$ cat src/rtl/ahb_bus_arbiter.sv
// Round-robin arbiter that shares one AHB master port between several requesters.
// Each owner may hold the bus for at most MAX_HOLD beats unless it asserts Bus_Lock.
module ahb_bus_arbiter #(
  parameter int unsigned NUM_MASTERS    = 2,
  parameter int unsigned DEFAULT_MASTER = 0,
  parameter int unsigned MAX_HOLD       = 16
) (
  input  logic                           clk,
  input  logic                           rst,
  input  logic [NUM_MASTERS-1:0]         bus_req_i,
  input  logic [NUM_MASTERS-1:0]         bus_lock_i,
  input  logic [1:0]                     htrans_i,
  input  logic                           hready_i,
  output logic [NUM_MASTERS-1:0]         bus_grant_o,
  output logic [$clog2(NUM_MASTERS)-1:0] hmaster_o,
  output logic [$clog2(NUM_MASTERS)-1:0] hmaster_data_o,
  output logic                           arb_owned_o
);

  localparam int unsigned MW = $clog2(NUM_MASTERS);
  localparam int unsigned HW = $clog2(MAX_HOLD + 1);

  localparam logic [1:0]    HtransSeq = 2'b11;
  localparam logic [MW-1:0] DefIdx    = MW'(DEFAULT_MASTER);
  localparam logic [MW-1:0] LastIdx   = MW'(NUM_MASTERS - 1);
  localparam logic [HW-1:0] HoldMax   = HW'(MAX_HOLD);

  typedef enum logic [0:0] {StIdle, StOwned} state_e;

  state_e                 state_q, state_d;
  logic [NUM_MASTERS-1:0] grant_q, grant_d;
  logic [MW-1:0]          hmaster_q, hmaster_d;
  logic [MW-1:0]          hdata_q, hdata_d;
  logic [MW-1:0]          last_q, last_d;
  logic [HW-1:0]          hold_q, hold_d;

  logic [NUM_MASTERS-1:0] owner_oh;
  logic [NUM_MASTERS-1:0] scan_req;
  logic                   owner_drop;
  logic                   others_req;
  logic                   preempt;
  logic                   arb_point;
  logic                   found;
  logic [MW-1:0]          sel;
  logic [MW-1:0]          cand;

  // While owned, hmaster_q is the owner index.
  assign owner_oh   = {{(NUM_MASTERS-1){1'b0}}, 1'b1} << hmaster_q;
  assign owner_drop = ~bus_req_i[hmaster_q];
  assign others_req = |(bus_req_i & ~owner_oh);
  assign preempt    = (hold_q >= HoldMax) && ~bus_lock_i[hmaster_q] &&
                      (htrans_i != HtransSeq) && others_req;

  // The current owner never wins a re-arbitration; from idle everyone competes.
  assign scan_req = (state_q == StOwned) ? (bus_req_i & ~owner_oh) : bus_req_i;

  // Round-robin scan starting just after the last owner.
  always_comb begin
    found = 1'b0;
    sel   = DefIdx;
    cand  = last_q;
    for (int i = 0; i < NUM_MASTERS; i++) begin
      cand = (cand == LastIdx) ? '0 : cand + 1'b1;
      if (!found && scan_req[cand]) begin
        found = 1'b1;
        sel   = cand;
      end
    end
  end

  always_comb begin
    state_d   = state_q;
    grant_d   = grant_q;
    hmaster_d = hmaster_q;
    last_d    = last_q;
    hold_d    = hold_q;
    arb_point = 1'b0;
    hdata_d   = hready_i ? hmaster_q : hdata_q;

    unique case (state_q)
      StIdle: begin
        arb_point = 1'b1;
      end
      StOwned: begin
        arb_point = hready_i && (owner_drop || preempt);
        if (!arb_point && hready_i && htrans_i[1] && (hold_q < HoldMax)) begin
          hold_d = hold_q + 1'b1;
        end
      end
      default: begin
        arb_point = 1'b1;
      end
    endcase

    if (arb_point) begin
      hold_d = '0;
      if (found) begin
        state_d   = StOwned;
        grant_d   = {{(NUM_MASTERS-1){1'b0}}, 1'b1} << sel;
        hmaster_d = sel;
        last_d    = sel;
      end else begin
        state_d   = StIdle;
        grant_d   = '0;
        hmaster_d = DefIdx;
      end
    end
  end

  always_ff @(posedge clk or posedge rst) begin
    if (rst) begin
      state_q   <= StIdle;
      grant_q   <= '0;
      hmaster_q <= DefIdx;
      hdata_q   <= DefIdx;
      last_q    <= LastIdx;
      hold_q    <= '0;
    end else begin
      state_q   <= state_d;
      grant_q   <= grant_d;
      hmaster_q <= hmaster_d;
      hdata_q   <= hdata_d;
      last_q    <= last_d;
      hold_q    <= hold_d;
    end
  end

  assign bus_grant_o    = grant_q;
  assign hmaster_o      = hmaster_q;
  assign hmaster_data_o = hdata_q;
  assign arb_owned_o    = (state_q == StOwned);

endmodule
$ cat config.mk
export PLATFORM = sky130hd
export DESIGN_NAME = ahb_bus_arbiter
export DESIGN_NICKNAME = d
export VERILOG_FILES = /design/src/rtl/ahb_bus_arbiter.sv
export SDC_FILE = /design/constraint.sdc
export NUM_CORES = 1
export LEC_CHECK = 0
export ABC_AREA = 1
export BUFFER_PORTS_ARGS = -buffer_cell sky130_fd_sc_hd__buf_2
export CORE_AREA = 2 2 39 41
export DETAILED_ROUTE_END_ITERATION = 12
export DIE_AREA = 0 0 41 43
export PLACE_DENSITY = 0.75
export SLEW_MARGIN = 10
export SYNTH_ARGS = -nofsm -noshare
export SYNTH_HDL_FRONTEND = slang
export SYNTH_SLANG_ARGS = --single-unit
$ cat constraint.sdc
create_clock -name clk -period 1.6 [get_ports clk]
set_clock_uncertainty 0.2 [all_clocks]
set_input_delay 0.08 -clock clk [delete_from_list [all_inputs] [get_ports clk]]
set_output_delay 0.08 -clock clk [all_outputs]
set_load 0.01 [all_outputs]
==> out/results.txt, run 1 <==
hold crit path type: input pin to register
final hold vios: 0
Die X: 41 um
Pwr per Cell Area: 1340 nW/um2
Seq pwr share: 36.9%
type of origin of the critical path: register
CTS clk-pin slew, worst paths: 0.07 ns
Setup WS post-layout: 0.124 ns
synthesized area: 623 um2
Sink Count: 10
Routed wire per std cell: 10.8 um
Hold Startpoint: htrans_i[1]
die height: 43 um
fmax: 678 MHz
GR Overflow Total: 0
Finished Core Util: 54.5%
detailed-route DRC error count: 0
reg-to-reg endpoint: bus_grant_o[1]$_DFFE_PP0P_
Overall Global Routing Usage: 17.6%
Reg area: 251 um2
dpl ws: 0.145 ns
minimum clock period: 1.48 ns
H-Tree Depth: 1
Leak Pwr: 0.444 nW
number of maximum-capacitance violations: 0
CTS buffer count: 3
Net Sw Frac: 41.7%
Syn Area/Cell: 8.31 um2
Final #Nets: 106
Cell variety after synth: 21
IO Pins: 14
RSZ-0062 raised after global routing: no
total number of vias: 564
clk_lat worst skew: 0.26 ns
run status: finished clean
Die ar.: 1760 um2
Crit Path Max Fanout: 6
post-CTS setup buffers: 0
Switch Pwr: 0.421 mW
peak supply drop: 0.961 mV
final number of max-transition violations: 0
worst r2r src: bus_grant_o[1]$_DFFE_PP0P_
antenna-violating nets left: 0
ant diodes: 0
Critical Path End: bus_grant_o[1]$_DFFE_PP0P_
Site Rows: 14
layout cells sized above 1: 29.8%
clock power share: 17.8%
Comb power frac: 45.3%
IO buf count: 13
post-synthesis sequential area ratio: 40.4%
reg-to-reg slack, setup: 0.12 ns
CTS max path bufs: 2
vias in the first global route: 548
Required @ worst endpoint: 1.54 ns
Slew headroom: 74.9%
RePlAce Congestion: 0.784
initial antenna violation count: 0
global-route wire length before repair: 2.14 mm
1st-pass router iterations: 4
Post-Synthesis Cells: 75
core area: 1380 um2
Int Pwr: 0.589 mW
crit path kind: register to register
FF-to-FF path depth: 8
vias per cell: 5.13
CTS root buffer: clkbuf_4
syn nets: 86
pin count of the biggest net entering global routing: 11
Layout area overhead: 21.1%
area of the multi-input gates: 308 um2
initial core utilization: 45.0%
crit path from: bus_grant_o[1]$_DFFE_PP0P_
fill count: 127
DRT Wirelength: 1.19 mm
iteration-0 DRC count of the detailed router: 11
DP HPWL: 938 um
synth warn: 0
#FFs+latches synth: 10
critical path data arrival time: 1.42 ns
Setup-failing EPs final: 0
Worst Tran Pin Value: 0.375 ns
TritonCTS clock tree: built
Period Utilization, post-route: 92.2%
setup TNS: 0 ns
Worst setup EP type: register
-- final cells by class --
cell class,count,share of cell area [%]
inverter,15,7.46
sequential,10,33.3
tap,16,2.65
timing repair buffer,16,12.3
clock buffer,4,3.48
multi-input combinational,49,40.8
-- cell usage in the layout, fill, tap and decap left out --
cell and count:
nand2_2 1, dfrtp_1 9, nand2_4 3, nand2_1 17
clkbuf_4 3, a21oi_4 1, buf_4 1, nand4_2 1
xor2_1 2, nor2_1 1, nand3_2 1, inv_2 2
buf_2 13, dfstp_2 1, clkbuf_1 1, a21oi_1 4
dlygate4sd3_1 2, inv_1 13, nand4_1 5, ha_1 2
o21ai_0 1, nand3_1 6, o21ai_1 2, o21ai_4 1
and3_1 1
-- worst min-delay path by stage --
| stage | endpoint | slack (ns) | cells after the start |
|---|---|---|---|
| floorplan | arb_owned_o$_DFFE_PP0P_ | -0.28 | 1 |
| global placement | hold_q[1]$_DFFE_PP0P_ | -0.13 | 2 |
| detailed placement | hold_q[1]$_DFFE_PP0P_ | -0.12 | 2 |
| CTS | hold_q[4]$_DFFE_PP0P_ | 0.01 | 5 |
| global route | hold_q[4]$_DFFE_PP0P_ | 0.06 | 5 |
| finish | hold_q[4]$_DFFE_PP0P_ | 0.01 | 5 |
-- cell families (layout without fill, tap and decap cells) --
kind of cell,after synthesis,in the layout,share of synthesized area (%)
compound gates,9,9,10.8
xor+xnor,2,2,2.81
fa+ha+maj,2,2,4.02
buf+inv,16,35,10.2
flops,10,10,40.4
simple gates,36,36,31.7
-- state kept, by name, summed over array words and instances, names as in the netlist --
name	flops
arb_owned_o	1
bus_grant_o	2
hmaster_data_o	1
hold_q	5
last_q	1
-- timing repair --
item | CTS | global route
hold buffers | 2 | 0
endpoints found under the setup margin | 0 | 0
gates resized for setup | 0 | 0
endpoints found under the hold margin | 11 | 0
-- power groups by stage --
stage | registers (mW) | logic [mW] | clock network (mW)
after floorplan | 0.411 | 0.289 | 0
after global placement | 0.375 | 0.442 | 0
after detailed placement | 0.378 | 0.452 | 0
after CTS | 0.373 | 0.459 | 0.185
after global routing | 0.384 | 0.516 | 0.195
final | 0.373 | 0.458 | 0.179
-- stage by stage --
stage | hold WS (ns) | cell area [um2] | power (mW) | instances
floorplan | -0.281 | 623 | 0.701 | 75
global placement | -0.133 | 708 | 0.817 | 104
detailed placement | -0.118 | 708 | 0.830 | 104
CTS | 0.0113 | 754 | 1.02 | 110
global route | 0.0610 | 754 | 1.09 | 110
finish | 0.0139 | 754 | 1.01 | 110
-- metal layers --
metal / up-vias / share of wire [%] / GRT usage (%)
li1: 283 / - / -
met1: 259 / 48 / 25.3
met2: 18 / 44 / 25.6
met3: 4 / 5.8 / 1.57
met4: 0 / 1.9 / 8.67
met5: - / 0 / 0
-- cells in the mapped netlist (all sizes together) --
library cell,count,area (um2)
and3,1,6.26
dfrtp,9,225
nor2,1,3.75
nand4,6,43.8
a21oi,5,36.3
nand3,7,40.0
dfstp,1,26.3
o21ai,4,31.3
nand2,21,104
inv,15,56.3
xor2,2,17.5
ha,2,25.0
buf,1,7.51
-- worst max-delay path, cell delays in order, from the launching register on --
cell,delay (ns)
dfrtp_1,0.43
inv_2,0.13
nand2_1,0.10
o21ai_4,0.09
nand2_4,0.09
nand2_4,0.09
nand2_4,0.08
nand2_1,0.09
o21ai_1,0.06
(Power assumes the default switching activity.)
==> inputs of run 2 (changes only) <==
Settings changed: ABC_AREA 1 to not set, PLACE_DENSITY 0.75 to 0.73.
==> run 2 against run 1 <==
Against the previous run:
- the run now ends with negative setup slack left
- synthesized area fell by 2.2%
- first-iteration DRC count fell by 73%
- total power rose by 4.2%
- largest cell class unchanged
- largest power group unchanged
==> out/results.txt, run 2 <==
run status: complete, but fails checks
violated checks: negative setup slack
Finished Core Util: 62.1% (+7.6 points)
type of origin of the critical path: register
Finished Layout Cells: 110 (unchanged)
initial antenna violation count: 0 (unchanged)
1st-pass router iterations: 2 (-2)
antenna-violating nets left: 0 (unchanged)
core area: 1380 um2 (unchanged)
Die X: 41 um (unchanged)
vias per cell: 5.35 (+4.4%)
Largest Register: hold_q
RSZ-0062 raised after global routing: yes
TritonCTS clock tree: built
Worst setup EP type: register
iteration-0 DRC count of the detailed router: 3 (-8)
H-Tree Depth: 1 (unchanged)
CTS max path bufs: 2 (unchanged)
GR Overflow Total: 0 (unchanged)
crit-path cells: buf_6, mux2i_2, a221o_2, mux2_4
Die ar.: 1760 um2 (unchanged)
post-synth top area share: 37.0% (+0.82 points)
fin area: 860 um2 (+14%)
total number of vias: 589 (+4.4%)
reg-to-reg slack, setup: -0.08 ns (-0.21 ns)
post-synthesis sequential area ratio: 41.3% (+0.91 points)
Crit path largest cell delay: 0.40 ns (-0.03 ns)
number of synthesized flops with an enable pin: 0 (unchanged)
IO buf count: 13 (unchanged)
final hold vios: 0 (unchanged)
Slew headroom: 74.6% (-0.35 points)
Syn Area/Cell: 9.37 um2 (+13%)
Setup-failing EPs final: 3 (+3)
Sink Count: 10 (unchanged)
Required @ worst endpoint: 1.55 ns (about the same)
leading area contributor after synthesis: dfrtp_1
Final #Nets: 106 (unchanged)
#FFs+latches synth: 10 (unchanged)
syn nets: 76 (-12%)
synth warn: 0 (unchanged)
ys flop type: dfrtp_1
fill count: 112 (-12%)
DRT Wirelength: 1.53 mm (+29%)
pin count of the biggest net entering global routing: 11 (unchanged)
Post-synth ARST share: 100% (unchanged)
Placed Cells incl. Taps: 103 (-0.96%)
number of maximum-capacitance violations: 0 (unchanged)
top cells by area, synth: dfrtp_1 (37%), nor2_1 (4.9%), dfstp_2 (4.3%), xnor2_1 (4.3%), a21oi_1 (4.1%)
die height: 43 um (unchanged)
global-route wire length before repair: 2.29 mm (+7.1%)
top-count cell post-synth: dfrtp_1
Layout area overhead: 41.1%
fmax: 594 MHz (-12%)
Period Utilization, post-route: 105% (+13 points)
FF-to-FF path depth: 4 (-4)
Pwr per Cell Area: 1220 nW/um2 (-8.6%)
hold path cells: 4 (-1)
DP HPWL: 1.05 mm (+12%)
Largest register FFs: 5 (unchanged)
final number of max-transition violations: 0 (unchanged)
vias in the first global route: 516 (-5.8%)
Overall Global Routing Usage: 19.8% (+2.2 points)
ant diodes: 0 (unchanged)
Crit Path Max Fanout: 4 (-2)
most common cell after layout, fill and taps aside: buf_2
post-CTS setup buffers: 0 (unchanged)
CTS clk-pin slew, worst paths: 0.07 ns (about the same)
layout cells sized above 1: 45.7% (+16 points)
Post-synth top cells: dfrtp_1 (9), nor2_1 (8), inv_1 (6)
crit path kind: register to register
detailed-route DRC error count: 0 (unchanged)
minimum clock period: 1.68 ns (+0.209 ns)
Routed wire per std cell: 13.9 um (+29%)
clk_lat worst skew: 0.27 ns (about the same)
dpl cell area: 768 um2 (+8.5%)
initial core utilization: 44.0% (-0.99 points)
CTS buffer count: 3 (unchanged)
Leak Pwr: 0.423 nW (-4.8%)
RePlAce Congestion: 0.779 (-0.68%)
peak supply drop: 0.553 mV (-42%)
Post-Synthesis Cells: 65 (-13%)
Worst Tran Pin Value: 0.381 ns (+0.00520 ns)
Cell variety after synth: 32 (+52%)
Site Rows: 14 (unchanged)
CTS root buffer: clkbuf_4
Setup WS post-layout: -0.0843 ns (-0.209 ns)
synthesized area: 609 um2 (-2.2%)
hold crit path type: input pin to register
Critical Path Slowest Stage Cell: dfrtp_1
IO Pins: 14 (unchanged)
most frequent cells in the layout: buf_2 (13), buf_4 (10), dfrtp_1 (9), inv_1 (6), nor2_1 (6)
critical path data arrival time: 1.64 ns (+0.22 ns)
hold slack: 0.0359 ns (+0.0220 ns)
## run 2: cell count changes after synthesis, moves of 4 or more
cell / before / now
nand2_1: 17 / 3
inv_1: 13 / 6
nor2_1: 1 / 8
nand4_1: 5 / 1
nand3_1: 6 / 1
## run 2: worst paths after layout
kind,start,end
min in group asynchronous,rst,hold_q[0]$_DFFE_PP0P_
worst max register to register,bus_grant_o[1]$_DFFE_PP0P_,bus_grant_o[0]$_DFFE_PP0P_
worst min-delay path,bus_lock_i[0],bus_grant_o[1]$_DFFE_PP0P_
worst min register to register,bus_grant_o[0]$_DFFE_PP0P_,bus_grant_o[0]$_DFFE_PP0P_
max in group asynchronous,rst,last_q$_DFFE_PP1P_
worst max-delay path,bus_grant_o[1]$_DFFE_PP0P_,bus_grant_o[0]$_DFFE_PP0P_
## run 2: metal layers
metal  vias up  share of wire, %  GRT usage (%)
met3         4               2.1           1.57
met5         -                 0              0
met4         0               2.6           14.0
li1        288                 -              -
met2         7                49           28.1
met1       290                46           27.2
## run 2: per-stage QoR
stage / worst slack, ns / total power, mW / TNS (ns)
2_1_floorplan: -0.209 / 0.633 / -0.286
3_3_place_gp: -0.0572 / 0.781 / -0.0663
3_5_place_dp: -0.0840 / 0.786 / -0.160
4_1_cts: -0.0802 / 1.04 / -0.182
5_1_grt: -0.136 / 1.11 / -0.561
6_report: -0.0843 / 1.05 / -0.130
## run 2: report_power, final
group / internal (mW) / total, mW / switching (mW)
clock network: 0.138 / 0.232 / 0.0933
logic: 0.232 / 0.438 / 0.206
registers: 0.321 / 0.382 / 0.0611
## run 2: final cells by class
cell class / instances / area [um2] / area share [%]
timing repair buffer: 27 / 181 / 21.1
inverter: 6 / 22.5 / 2.62
tap: 16 / 20.0 / 2.33
clock buffer: 4 / 36.3 / 4.22
sequential: 10 / 251 / 29.3
multi-input combinational: 47 / 348 / 40.5
## run 2: critical path, delay by kind of cell, from the launching register on
family / cells / cell delay (ns)
buffers and inverters: 1 / 0.14
flip-flops: 1 / 0.40
multiplexers: 2 / 0.45
AO/OA/AOI/OAI: 1 / 0.38
## run 2: what timing repair did
action	CTS	global route
hold buffers	3	0
endpoints found under the setup margin	8	8
endpoints found under the hold margin	12	0
pin swaps	2	2
cloned	0	0
gates resized for setup	2	6
## run 2: logic make-up (layout without fill, tap and decap cells)
family | Yosys count | after routing | share of synthesized area (%)
AND/OR/NAND/NOR | 22 | 22 | 19.9
adder cells (fa/ha/maj) | 2 | 2 | 4.11
multiplexers | 3 | 3 | 5.95
buffers and inverters | 8 | 37 | 5.75
AO/OA/AOI/OAI | 17 | 17 | 18.7
XOR/XNOR | 3 | 3 | 4.31
flip-flops | 10 | 10 | 41.3
==> inputs of run 3 (changes only) <==
Settings changed: CORE_AREA 2 2 39 41 to not set, CORE_MARGIN set to 2, CORE_UTILIZATION set to 30, DIE_AREA 0 0 41 43 to not set, PLACE_DENSITY 0.73 to 0.54.
==> run 3 against run 2 <==
Against the previous run:
- the run ends with negative hold slack, negative setup slack left
- routed wire length decreased by 1.4%
- via count increased by 1.4%
- core utilization decreased by 18 points
- sequential share of layout area decreased by 0.21 points
- largest power group unchanged
- global-route usage decreased by 5.7 points
- final area increased by 0.73%
- flip-flop and latch count unchanged
- register-to-register slack got worse by 0.03 ns
- clock power increased by 3%
- hold slack got worse by 0.071 ns
- critical path depth unchanged
==> out/results.txt, run 3 (same netlist as run 2, synthesis figures left out) <==
Crit Path Max Fanout: 4 (unchanged)
Critical Path Slowest Stage Cell: dfrtp_1
H-Tree Depth: 1 (unchanged)
critical path data arrival time: 1.67 ns (+0.03 ns)
initial antenna violation count: 0 (unchanged)
dpl ws: -0.106 ns (-0.0223 ns)
Largest register FFs: 5 (unchanged)
peak supply drop: 0.658 mV (+19%)
crit-path cells: buf_6, mux2i_2, a221o_2, mux2_4
initial core utilization: 31.4% (-13 points)
CTS buffer count: 3 (unchanged)
Placed Cells incl. Taps: 115 (+12%)
layout cells sized above 1: 48.4% (+2.6 points)
Pwr per Cell Area: 1230 nW/um2 (+0.83%)
CTS max path bufs: 2 (unchanged)
Setup WS post-layout: -0.115 ns (-0.0309 ns)
CP delay by family, top: multiplexers
TritonCTS clock tree: built
Crit path largest cell delay: 0.42 ns (+0.02 ns)
Required @ worst endpoint: 1.56 ns (about the same)
ant diodes: 0 (unchanged)
Period Utilization, post-route: 107% (+1.9 points)
total number of vias: 597 (+1.4%)
pin count of the biggest net entering global routing: 11 (unchanged)
post-CTS setup buffers: 0 (unchanged)
Finished Layout Cells: 120 (+9.1%)
Setup-failing EPs final: 7 (+4)
Worst Tran Pin Value: 0.407 ns (+0.0266 ns)
Largest Register: hold_q
vias in the first global route: 589 (+14%)
global-route wire length before repair: 2.62 mm (+14%)
fmax: 583 MHz (-1.8%)
IO Pins: 14 (unchanged)
Site Rows: 16 (+2)
Overall Global Routing Usage: 14.1% (-5.7 points)
die height: 49.1 um (+14%)
hold slack: -0.0351 ns (-0.0710 ns)
core area: 1940 um2 (+40%)
1st-pass router iterations: 4 (+2)
RePlAce Congestion: 0.811 (+4.2%)
DRT Wirelength: 1.51 mm (-1.4%)
minimum clock period: 1.72 ns (+0.0309 ns)
DP HPWL: 1.11 mm (+5.8%)
antenna-violating nets left: 0 (unchanged)
most common cell after layout, fill and taps aside: buf_2
Final #Nets: 105 (-0.94%)
detailed-route DRC error count: 0 (unchanged)
clk_lat worst skew: 0.27 ns (about the same)
IO buf count: 13 (unchanged)
reg-to-reg slack, setup: -0.12 ns (-0.03 ns)
CTS root buffer: clkbuf_4
CTS clk-pin slew, worst paths: 0.08 ns (about the same)
Die X: 49.1 um (+20%)
type of origin of the critical path: register
RSZ-0062 raised after global routing: yes
crit path kind: register to register
run status: complete, but fails checks
iteration-0 DRC count of the detailed router: 17 (+14)
Layout area overhead: 42.1%
vias per cell: 4.98 (-7.1%)
violated checks: negative hold slack, negative setup slack
number of buffers and inverters on the critical path: 1 (unchanged)
hold crit path type: input pin to register
Slew headroom: 72.8% (-1.8 points)
Hold-fix buffers, CTS: 1 (-2)
most frequent cells in the layout: buf_2 (13), buf_4 (11), dfrtp_1 (9), inv_1 (6), nor2_1 (6)
Routed wire per std cell: 12.6 um (-9.6%)
Leak Pwr: 0.422 nW (-0.15%)
final hold vios: 3 (+3)
GR Overflow Total: 0 (unchanged)
final number of max-transition violations: 0 (unchanged)
Sink Count: 10 (unchanged)
Finished Core Util: 44.6% (-18 points)
number of maximum-capacitance violations: 0 (unchanged)
Die ar.: 2410 um2 (+37%)
Worst setup EP type: register
Tot Pwr: 1.07 mW (+1.6%)
==> run 3: worst min-delay path, cell delays in order <==
cell and delay, ns:
buf_2 0.15, a21oi_1 0.14, a211oi_1 0.06
==> run 3: worst paths after layout <==
path / startpoint / end / cells past startpoint
worst max register to register: bus_grant_o[1]$_DFFE_PP0P_ / bus_grant_o[0]$_DFFE_PP0P_ / 4
worst min register to register: hmaster_data_o$_DFFE_PP0P_ / hmaster_data_o$_DFFE_PP0P_ / 1
worst max-delay path: bus_grant_o[1]$_DFFE_PP0P_ / bus_grant_o[0]$_DFFE_PP0P_ / 4
worst min-delay path: bus_req_i[1] / last_q$_DFFE_PP1P_ / 3
max in group asynchronous: rst / last_q$_DFFE_PP1P_ / 3
min in group asynchronous: rst / hold_q[3]$_DFFE_PP0P_ / 3
==> run 3: report_power, final <==
part           leakage, nW  switching, mW  internal (mW)
registers            0.129         0.0605          0.321
clock network       0.0210         0.0992          0.138
logic                0.272          0.211          0.239
==> run 3: cell type report <==
type	count	area, um2
fillers	190	1080
multi-input cells	47	353
flip-flops and latches	10	251
repair buffers	26	169
clock buffers	4	36.3
well taps	27	33.8
inverters	6	22.5
==> run 3: what timing repair did <==
action	4_1_cts	5_1_grt
endpoints found under the hold margin	12	1
endpoints found under the setup margin	8	8
pin swaps	2	3
gates resized for setup	4	5
==> run 3: layer usage <==
| layer | GRT usage, % | vias up | part of all wire [%] |
|---|---|---|---|
| met5 | 0 | - | 0 |
| met4 | 5.71 | 0 | 0.93 |
| met3 | 3.07 | 2 | 4.9 |
| met2 | 23.0 | 15 | 48 |
| met1 | 17.9 | 293 | 46 |
| li1 | - | 287 | - |
==> run 3: per-stage QoR <==
stage / TNS (ns) / cell area, um2 / hold slack (ns)
6_report: -0.355 / 866 / -0.0351
5_1_grt: -0.761 / 866 / -0.0456
2_1_floorplan: -0.286 / 619 / -0.281
3_3_place_gp: -0.135 / 790 / -0.114
4_1_cts: -0.372 / 850 / -0.0473
3_5_place_dp: -0.343 / 790 / -0.117
